## src/rtl/freq_meter_pkg.sv

```systemverilog
// Shared definitions for the gated-window frequency meter.
//   state_t          : FSM state encoding (IDLE/ARM/GATE/DONE)
//   DEF_GATE_CYCLES  : default window length, 1 s at a 40 MHz clk
package freq_meter_pkg;

   typedef enum logic [1:0] {
      ST_IDLE = 2'd0,
      ST_ARM  = 2'd1,
      ST_GATE = 2'd2,
      ST_DONE = 2'd3
   } state_t;

   localparam int unsigned DEF_GATE_CYCLES = 40_000_000;

endpackage

```

## src/rtl/freq_meter_if.sv

```systemverilog
// Control/result bundle of the frequency meter.
//   start    : level-sampled measurement request (master -> slave)
//   cont     : free-running mode select          (master -> slave)
//   busy     : measurement in progress           (slave -> master)
//   done     : one-cycle result strobe           (slave -> master)
//   count    : edges seen in last window         (slave -> master)
//   overflow : last window saturated count       (slave -> master)
interface freq_meter_if #(
   parameter int CNT_W = 20
) ();

   logic             start;
   logic             cont;
   logic             busy;
   logic             done;
   logic [CNT_W-1:0] count;
   logic             overflow;

   modport master (
      output start, cont,
      input  busy, done, count, overflow
   );

   modport slave (
      input  start, cont,
      output busy, done, count, overflow
   );

endinterface

```

## src/rtl/freq_meter_sync_edge_det.sv

```systemverilog
// Synchronizer plus rising-edge detector for an asynchronous input.
//   clk    : sampling clock
//   rst_n  : asynchronous active-low reset
//   sig_in : asynchronous input
//   rise   : one-cycle pulse, STAGES+1 cycles after a sig_in rising edge
module freq_meter_sync_edge_det #(
   parameter int STAGES = 2
) (
   input  logic clk,
   input  logic rst_n,
   input  logic sig_in,
   output logic rise
);

   logic [STAGES-1:0] sync_q, sync_d;
   logic              prev_q, prev_d;

   always_comb begin
      sync_d = {sync_q[STAGES-2:0], sig_in};
      prev_d = sync_q[STAGES-1];
   end

   always_ff @(posedge clk or negedge rst_n) begin
      if (!rst_n) begin
         sync_q <= '0;
         prev_q <= 1'b0;
      end else begin
         sync_q <= sync_d;
         prev_q <= prev_d;
      end
   end

   assign rise = sync_q[STAGES-1] & ~prev_q;

endmodule

```

## src/rtl/freq_meter.sv

```systemverilog
// Gated-window frequency counter. Counts rising edges of sig_in over
// GATE_CYCLES clk cycles and reports the (saturating) total with a done pulse.
// Single-shot on start, or back-to-back windows while cont=1.
//   clk    : system clock
//   rst_n  : asynchronous active-low reset
//   sig_in : asynchronous signal under measurement
//   bus    : start/cont in, busy/done/count/overflow out
module freq_meter
   import freq_meter_pkg::*;
#(
   parameter int unsigned GATE_CYCLES = DEF_GATE_CYCLES,
   parameter int unsigned GATE_W      = 26,
   parameter int unsigned CNT_W       = 20,
   parameter int unsigned SYNC_STAGES = 2
) (
   input  logic         clk,
   input  logic         rst_n,
   input  logic         sig_in,
   freq_meter_if.slave  bus
);

   localparam logic [GATE_W-1:0] GATE_LAST = GATE_W'(GATE_CYCLES - 1);

   // Saturating increment: sticks at all-ones rather than wrapping.
   function automatic logic [CNT_W-1:0] sat_inc(input logic [CNT_W-1:0] v,
                                                input logic             inc);
      if (inc && (v != '1)) return v + CNT_W'(1);
      return v;
   endfunction

   logic rise;

   freq_meter_sync_edge_det #(
      .STAGES (SYNC_STAGES)
   ) u_sync (
      .clk    (clk),
      .rst_n  (rst_n),
      .sig_in (sig_in),
      .rise   (rise)
   );

   state_t            state_q, state_d;
   logic [GATE_W-1:0] gate_q, gate_d;
   logic [CNT_W-1:0]  edge_q, edge_d;
   logic              ovf_int_q, ovf_int_d;
   logic [CNT_W-1:0]  count_q, count_d;
   logic              overflow_q, overflow_d;
   logic              done_q, done_d;
   logic              busy_q, busy_d;

   // Edge counter value including this cycle's rise; used both for the running
   // count and for the result latched on the last gate cycle.
   logic [CNT_W-1:0]  edge_next;
   logic              ovf_next;

   assign edge_next = sat_inc(edge_q, rise);
   assign ovf_next  = ovf_int_q | (rise & (edge_q == '1));

   always_comb begin
      state_d    = state_q;
      gate_d     = gate_q;
      edge_d     = edge_q;
      ovf_int_d  = ovf_int_q;
      count_d    = count_q;
      overflow_d = overflow_q;
      done_d     = 1'b0;
      case (state_q)
         ST_IDLE: begin
            if (bus.start) state_d = ST_ARM;
         end
         ST_ARM: begin
            gate_d    = '0;
            edge_d    = '0;
            ovf_int_d = 1'b0;
            state_d   = ST_GATE;
         end
         ST_GATE: begin
            gate_d    = gate_q + GATE_W'(1);
            edge_d    = edge_next;
            ovf_int_d = ovf_next;
            if (gate_q == GATE_LAST) begin
               // Result registers load on the same edge that enters DONE so
               // they are valid alongside the done pulse.
               count_d    = edge_next;
               overflow_d = ovf_next;
               done_d     = 1'b1;
               state_d    = ST_DONE;
            end
         end
         ST_DONE: begin
            state_d = bus.cont ? ST_ARM : ST_IDLE;
         end
         default: state_d = ST_IDLE;
      endcase
      busy_d = (state_d != ST_IDLE);
   end

   always_ff @(posedge clk or negedge rst_n) begin
      if (!rst_n) begin
         state_q    <= ST_IDLE;
         gate_q     <= '0;
         edge_q     <= '0;
         ovf_int_q  <= 1'b0;
         count_q    <= '0;
         overflow_q <= 1'b0;
         done_q     <= 1'b0;
         busy_q     <= 1'b0;
      end else begin
         state_q    <= state_d;
         gate_q     <= gate_d;
         edge_q     <= edge_d;
         ovf_int_q  <= ovf_int_d;
         count_q    <= count_d;
         overflow_q <= overflow_d;
         done_q     <= done_d;
         busy_q     <= busy_d;
      end
   end

   assign bus.busy     = busy_q;
   assign bus.done     = done_q;
   assign bus.count    = count_q;
   assign bus.overflow = overflow_q;

endmodule

```

## src/flat_wrapper.sv

```systemverilog
// flat-port wrapper written by rule: the top's interface ports become plain ports
module freq_meter_flat import freq_meter_pkg::*;
#(
   parameter int unsigned GATE_CYCLES = DEF_GATE_CYCLES,
   parameter int unsigned GATE_W      = 26,
   parameter int unsigned CNT_W       = 20,
   parameter int unsigned SYNC_STAGES = 2
)
  (clk, rst_n, sig_in, bus_start, bus_cont, bus_busy, bus_done, bus_count, bus_overflow);
  freq_meter_if #(.CNT_W(CNT_W)) bus_i ();
  input  logic clk;
  input  logic rst_n;
  input  logic sig_in;
  input wire logic [$bits(bus_i.start)-1:0] bus_start;
  input wire logic [$bits(bus_i.cont)-1:0] bus_cont;
  output wire logic [$bits(bus_i.busy)-1:0] bus_busy;
  output wire logic [$bits(bus_i.done)-1:0] bus_done;
  output wire logic [$bits(bus_i.count)-1:0] bus_count;
  output wire logic [$bits(bus_i.overflow)-1:0] bus_overflow;
  assign bus_i.start = bus_start;
  assign bus_i.cont = bus_cont;
  assign bus_busy = bus_i.busy;
  assign bus_done = bus_i.done;
  assign bus_count = bus_i.count;
  assign bus_overflow = bus_i.overflow;
  freq_meter #(.GATE_CYCLES(GATE_CYCLES), .GATE_W(GATE_W), .CNT_W(CNT_W), .SYNC_STAGES(SYNC_STAGES)) u_core (.clk(clk), .rst_n(rst_n), .sig_in(sig_in), .bus(bus_i));
endmodule
```

## config.mk

```make
export PLATFORM = sky130hd
export DESIGN_NAME = freq_meter_flat
export DESIGN_NICKNAME = d
export VERILOG_FILES = /design/src/rtl/freq_meter_pkg.sv /design/src/rtl/freq_meter_if.sv /design/src/rtl/freq_meter_sync_edge_det.sv /design/src/rtl/freq_meter.sv /design/src/flat_wrapper.sv
export SDC_FILE = /design/constraint.sdc
export NUM_CORES = 1
export LEC_CHECK = 0
export CAP_MARGIN = 10
export CORE_UTILIZATION = 53
export CTS_CLUSTER_DIAMETER = 80
export DETAILED_ROUTE_END_ITERATION = 10
export GPL_ROUTABILITY_DRIVEN = 0
export PLACE_DENSITY = 0.76
export SYNTH_ARGS = -nofsm -noshare
export SYNTH_HDL_FRONTEND = slang
export SYNTH_SLANG_ARGS = --single-unit
```

## constraint.sdc

```tcl
create_clock -name clk -period 2 [get_ports clk]
set_input_delay 0.4 -clock clk [delete_from_list [all_inputs] [get_ports clk]]
set_output_delay 0.4 -clock clk [all_outputs]
set_load 0.005 [all_outputs]
```

==> key figures <==
Status
  • Status: complete, but fails checks
  • Violated checks: negative setup slack

Setup path
  • FF-to-FF setup slack: -0.04 ns
  • Setup Crit Path Kind: flip-flop to flip-flop
  • Worst stage delay on the critical path: between 0.5 and 0.6 ns
  • Critical path, cell by cell: or4b_1 -> or3_4 -> nor4_4 -> buf_6 -> buf_12 -> o32a_1 -> or2_2
  • Worst Path Required: about 2.3 ns
  • Critical path capture point type: flip-flop
  • Buffers & Inverters on Critical Path: 2
  • Slowest cell on crit path: or4b_1
  • CP Launch Type: flip-flop
  • Delay-heaviest family, CP: simple AND/OR/NAND/NOR gates
  • Arrival @ worst endpoint: about 2.3 ns
  • CP max FO: 11

Pwr
  • Switching share of total power: 0.354
  • Power per cell area: ~870 nW/µm²
  • Seq pwr share: 0.378
  • P_int: between 2000 and 3000 µW
  • Worst vdd ir: 0.000902 V
  • Sw Pwr: around 1500 µW
  • Comb pwr share: 0.350
  • Clock Power Share: 0.271
  • Leak: 0.00211 µW

Route
  • Wl on met1: roughly 4000 µm
  • Drt drc: 0
  • DR pass1 iterations: 4
  • DR top layer: met4
  • DR WL/cell: 15.7 µm
  • Met2 WL: about 4800 µm
  • Final wirelength: 9250 µm
  • First-iteration detailed-routing DRC count: 250
  • Metal3 WL: approximately 300 µm
  • Vias: between 3000 and 4000
  • Vias per cell: between 5 and 6
  • Routed Antenna Nets: 0

Global route
  • Overall Global Routing Usage: 0.265
  • Via count of the first global-routing pass: 3360
  • Global-route wire length before repair: approximately 16000 µm
  • Total global routing overflow: 0
  • Initial antenna violation count: 0
  • Largest net degree at the start of global routing: 45

Layout
  • Share of post-route cells with drive strength above 1: 0.191
  • Fillers: roughly 530
  • Fin nets: slightly below 500
  • Layout area overhead: 27.0%
  • ANT cells: 0
  • End-of-flow core utilization: 0.711

STA
  • Fin Hold WS: approximately 0.034 ns
  • Max-slew headroom: 0.613
  • Count of final max-slew check failures: 0
  • Fmax: 490 MHz
  • Min cycle time layout: 2.04 ns
  • Min setup slack post-route: -0.0402 ns
  • Period utilisation layout: 1.02
  • Setup_tns: -0.0652 ns
  • Clk_skew: 0.0113 ns
  • Unrepaired setup endpoints after global routing: true
  • Setup-failing EPs final: 2
  • Final hold viol count: 0
  • Worst-Margin Slew: 0.581 ns

Synthesis
  • Top_reg_cell synth: dfrtp_1
  • Post-Syn Nets: approximately 430
  • Yosys Warn Count: 0
  • EDFF count, synth: 0
  • Synth area leaders: dfrtp_1 48%, nor2_1 5.6%, nand2_1 3.9%
  • Share of the synthesized area in the top cell type: 0.483
  • Post-synthesis async set-or-reset flop share: 1.00
  • Sequential share of the synthesized area: 0.483
  • Top-count cell post-synth: dfrtp_1
  • Cell taking the most area after synthesis: dfrtp_1
  • Syn Inst Count: approximately 420
  • Post-synth cell types: 48
  • Synth top cells by count: 75 x dfrtp_1, 58 x nor2_1, 40 x nand2_1, 26 x a21oi_1, 23 x nand3_1
  • Syn Area/Cell: about 9.3 µm²
  • #FFs+latches synth: 75
  • Cell Area, Synth: approximately 4000 µm²

Floorplan
  • Die area: 7680 µm²
  • Core ar.: 6940 µm²
  • Die Wd: ~90 µm
  • I/O pin total: 28
  • Starting Density: 0.560
  • Std-Cell Rows: 30
  • Die Ht: roughly 90 µm

Clocking
  • Clock Pin Slew Worst Setup and Hold Paths: about 0.08 ns
  • Root Buffer: clkbuf_8
  • Worst-skew pair later-pin latency: 0.35 ns
  • H-tree depth: 3
  • TritonCTS Buffers: 9
  • CTS tree: built
  • Max Root-Sink Buffers: 2
  • Clock sink count: 75

Worst hold path
  • Worst Hold Class: primary input to asynchronous set/reset pin

Job
  • # Max-Cap Violations: 0

Placed design
  • PortBufs: 27
  • Hpwl dp: 6450 µm
[final timing paths]
check / startpoint / endpoint / cells past startpoint
worst max-delay path: u_core.gate_q[13]$_DFFE_PN0P_ / u_core.bus.busy$_DFF_PN0_ / 7
worst min-delay path: rst_n / u_core.bus.count[19]$_DFFE_PN0P_ / 1
worst max register to register: u_core.gate_q[13]$_DFFE_PN0P_ / u_core.bus.busy$_DFF_PN0_ / 7
worst min register to register: u_core.u_sync.sync_q[0]$_DFF_PN0_ / u_core.u_sync.sync_q[1]$_DFF_PN0_ / 0
max in group asynchronous: rst_n / u_core.bus.overflow$_DFFE_PN0P_ / 2
min in group clk: u_core.u_sync.sync_q[0]$_DFF_PN0_ / u_core.u_sync.sync_q[1]$_DFF_PN0_ / 0
[routing by layer]
metal | global-route usage | vias to the layer above
met5 | 0 | -
met4 | 0.133 | 0
met3 | 0.0396 | 26
met2 | 0.459 | 87
met1 | 0.324 | 1650
li1 | - | 1623
[timing repair]
action | in CTS | in global routing
gates resized for setup | 6 | 13
pin swaps | 0 | 6
endpoints found under the setup margin | 13 | 35
hold endpoints to repair | 0 | 0
buffers inserted | 3 | 1
hold buffers | 0 | 0
gates cloned | 1 | 0
[area by class of cell]
cell class,count,area [µm²],share of cell area
Multi-Input combinational cell,303,1930,0.390
Clock buffer,11,141,0.0286
Inverter,13,48.8,0.00988
Timing Repair Buffer,84,774,0.157
Tap cell,96,120,0.0243
Sequential cell,75,1880,0.380
Clock inverter,5,52.6,0.0106
[flip-flops by register name, summed over array words and instances (netlist names)]
| signal | count |
|---|---|
| u_core.u_sync.prev_q | 1 |
| u_core.bus.overflow | 1 |
| u_core.state_q | 2 |
| u_core.u_sync.sync_q | 2 |
| u_core.bus.count | 20 |
| u_core.bus.busy | 1 |
| u_core.gate_q | 26 |
| u_core.edge_q | 20 |
| u_core.bus.done | 1 |
| u_core.ovf_int_q | 1 |
[power by group through the flow]
stage          Combinational [µW]  Sequential, µW  Clock, µW
4_1_cts                      1430            1620       1180
3_3_place_gp                 1380            1650          0
2_1_floorplan                 751            1670          0
6_report                     1500            1620       1160
3_5_place_dp                 1420            1650          0
5_1_grt                      1640            1630       1250
[per-stage QoR]
stage	std cells	area, µm²	worst slack, ns	power [µW]
4_1_cts	587	4910	-0.0252	4230
5_1_grt	587	4940	-0.101	4520
2_1_floorplan	416	3910	-0.0523	2420
6_report	587	4940	-0.0402	4290
3_5_place_dp	567	4630	-0.0616	3070
3_3_place_gp	567	4630	0.00417	3020
[cells by family (layout without fill, tap and decap cells)]
kind of cell / Yosys count / in the layout / synth area share
muxes: 8 / 8 / 0.0209
AOI/OAI and AO/OA: 77 / 77 / 0.131
xor gates and xnor gates: 31 / 31 / 0.0698
DFF: 75 / 75 / 0.483
adders and majority gates: 5 / 5 / 0.0161
and+or+nand+nor: 182 / 182 / 0.236
buffers and inverters: 38 / 113 / 0.0434
[cell usage in the layout (no fill, tap or decap), drive strengths merged, types with 3 or more instances in the layout]
cell / count
buf: 58
a31oi: 6
a21oi: 26
mux2i: 7
nand4: 14
xnor2: 14
nor2: 58
o311ai: 3
inv: 12
clkdlybuf4s50: 26
nand3: 23
dfrtp: 75
a221o: 5
xor2: 17
and4: 6
o221ai: 3
ha: 5
or3: 9
o2bb2ai: 6
clkinv: 4
nand2: 40
o21ai: 12
or4: 3
clkbuf: 11
and3: 3
o211ai: 5
nor4: 5
o31ai: 3
nor3: 9
(Power assumes the default switching activity.)
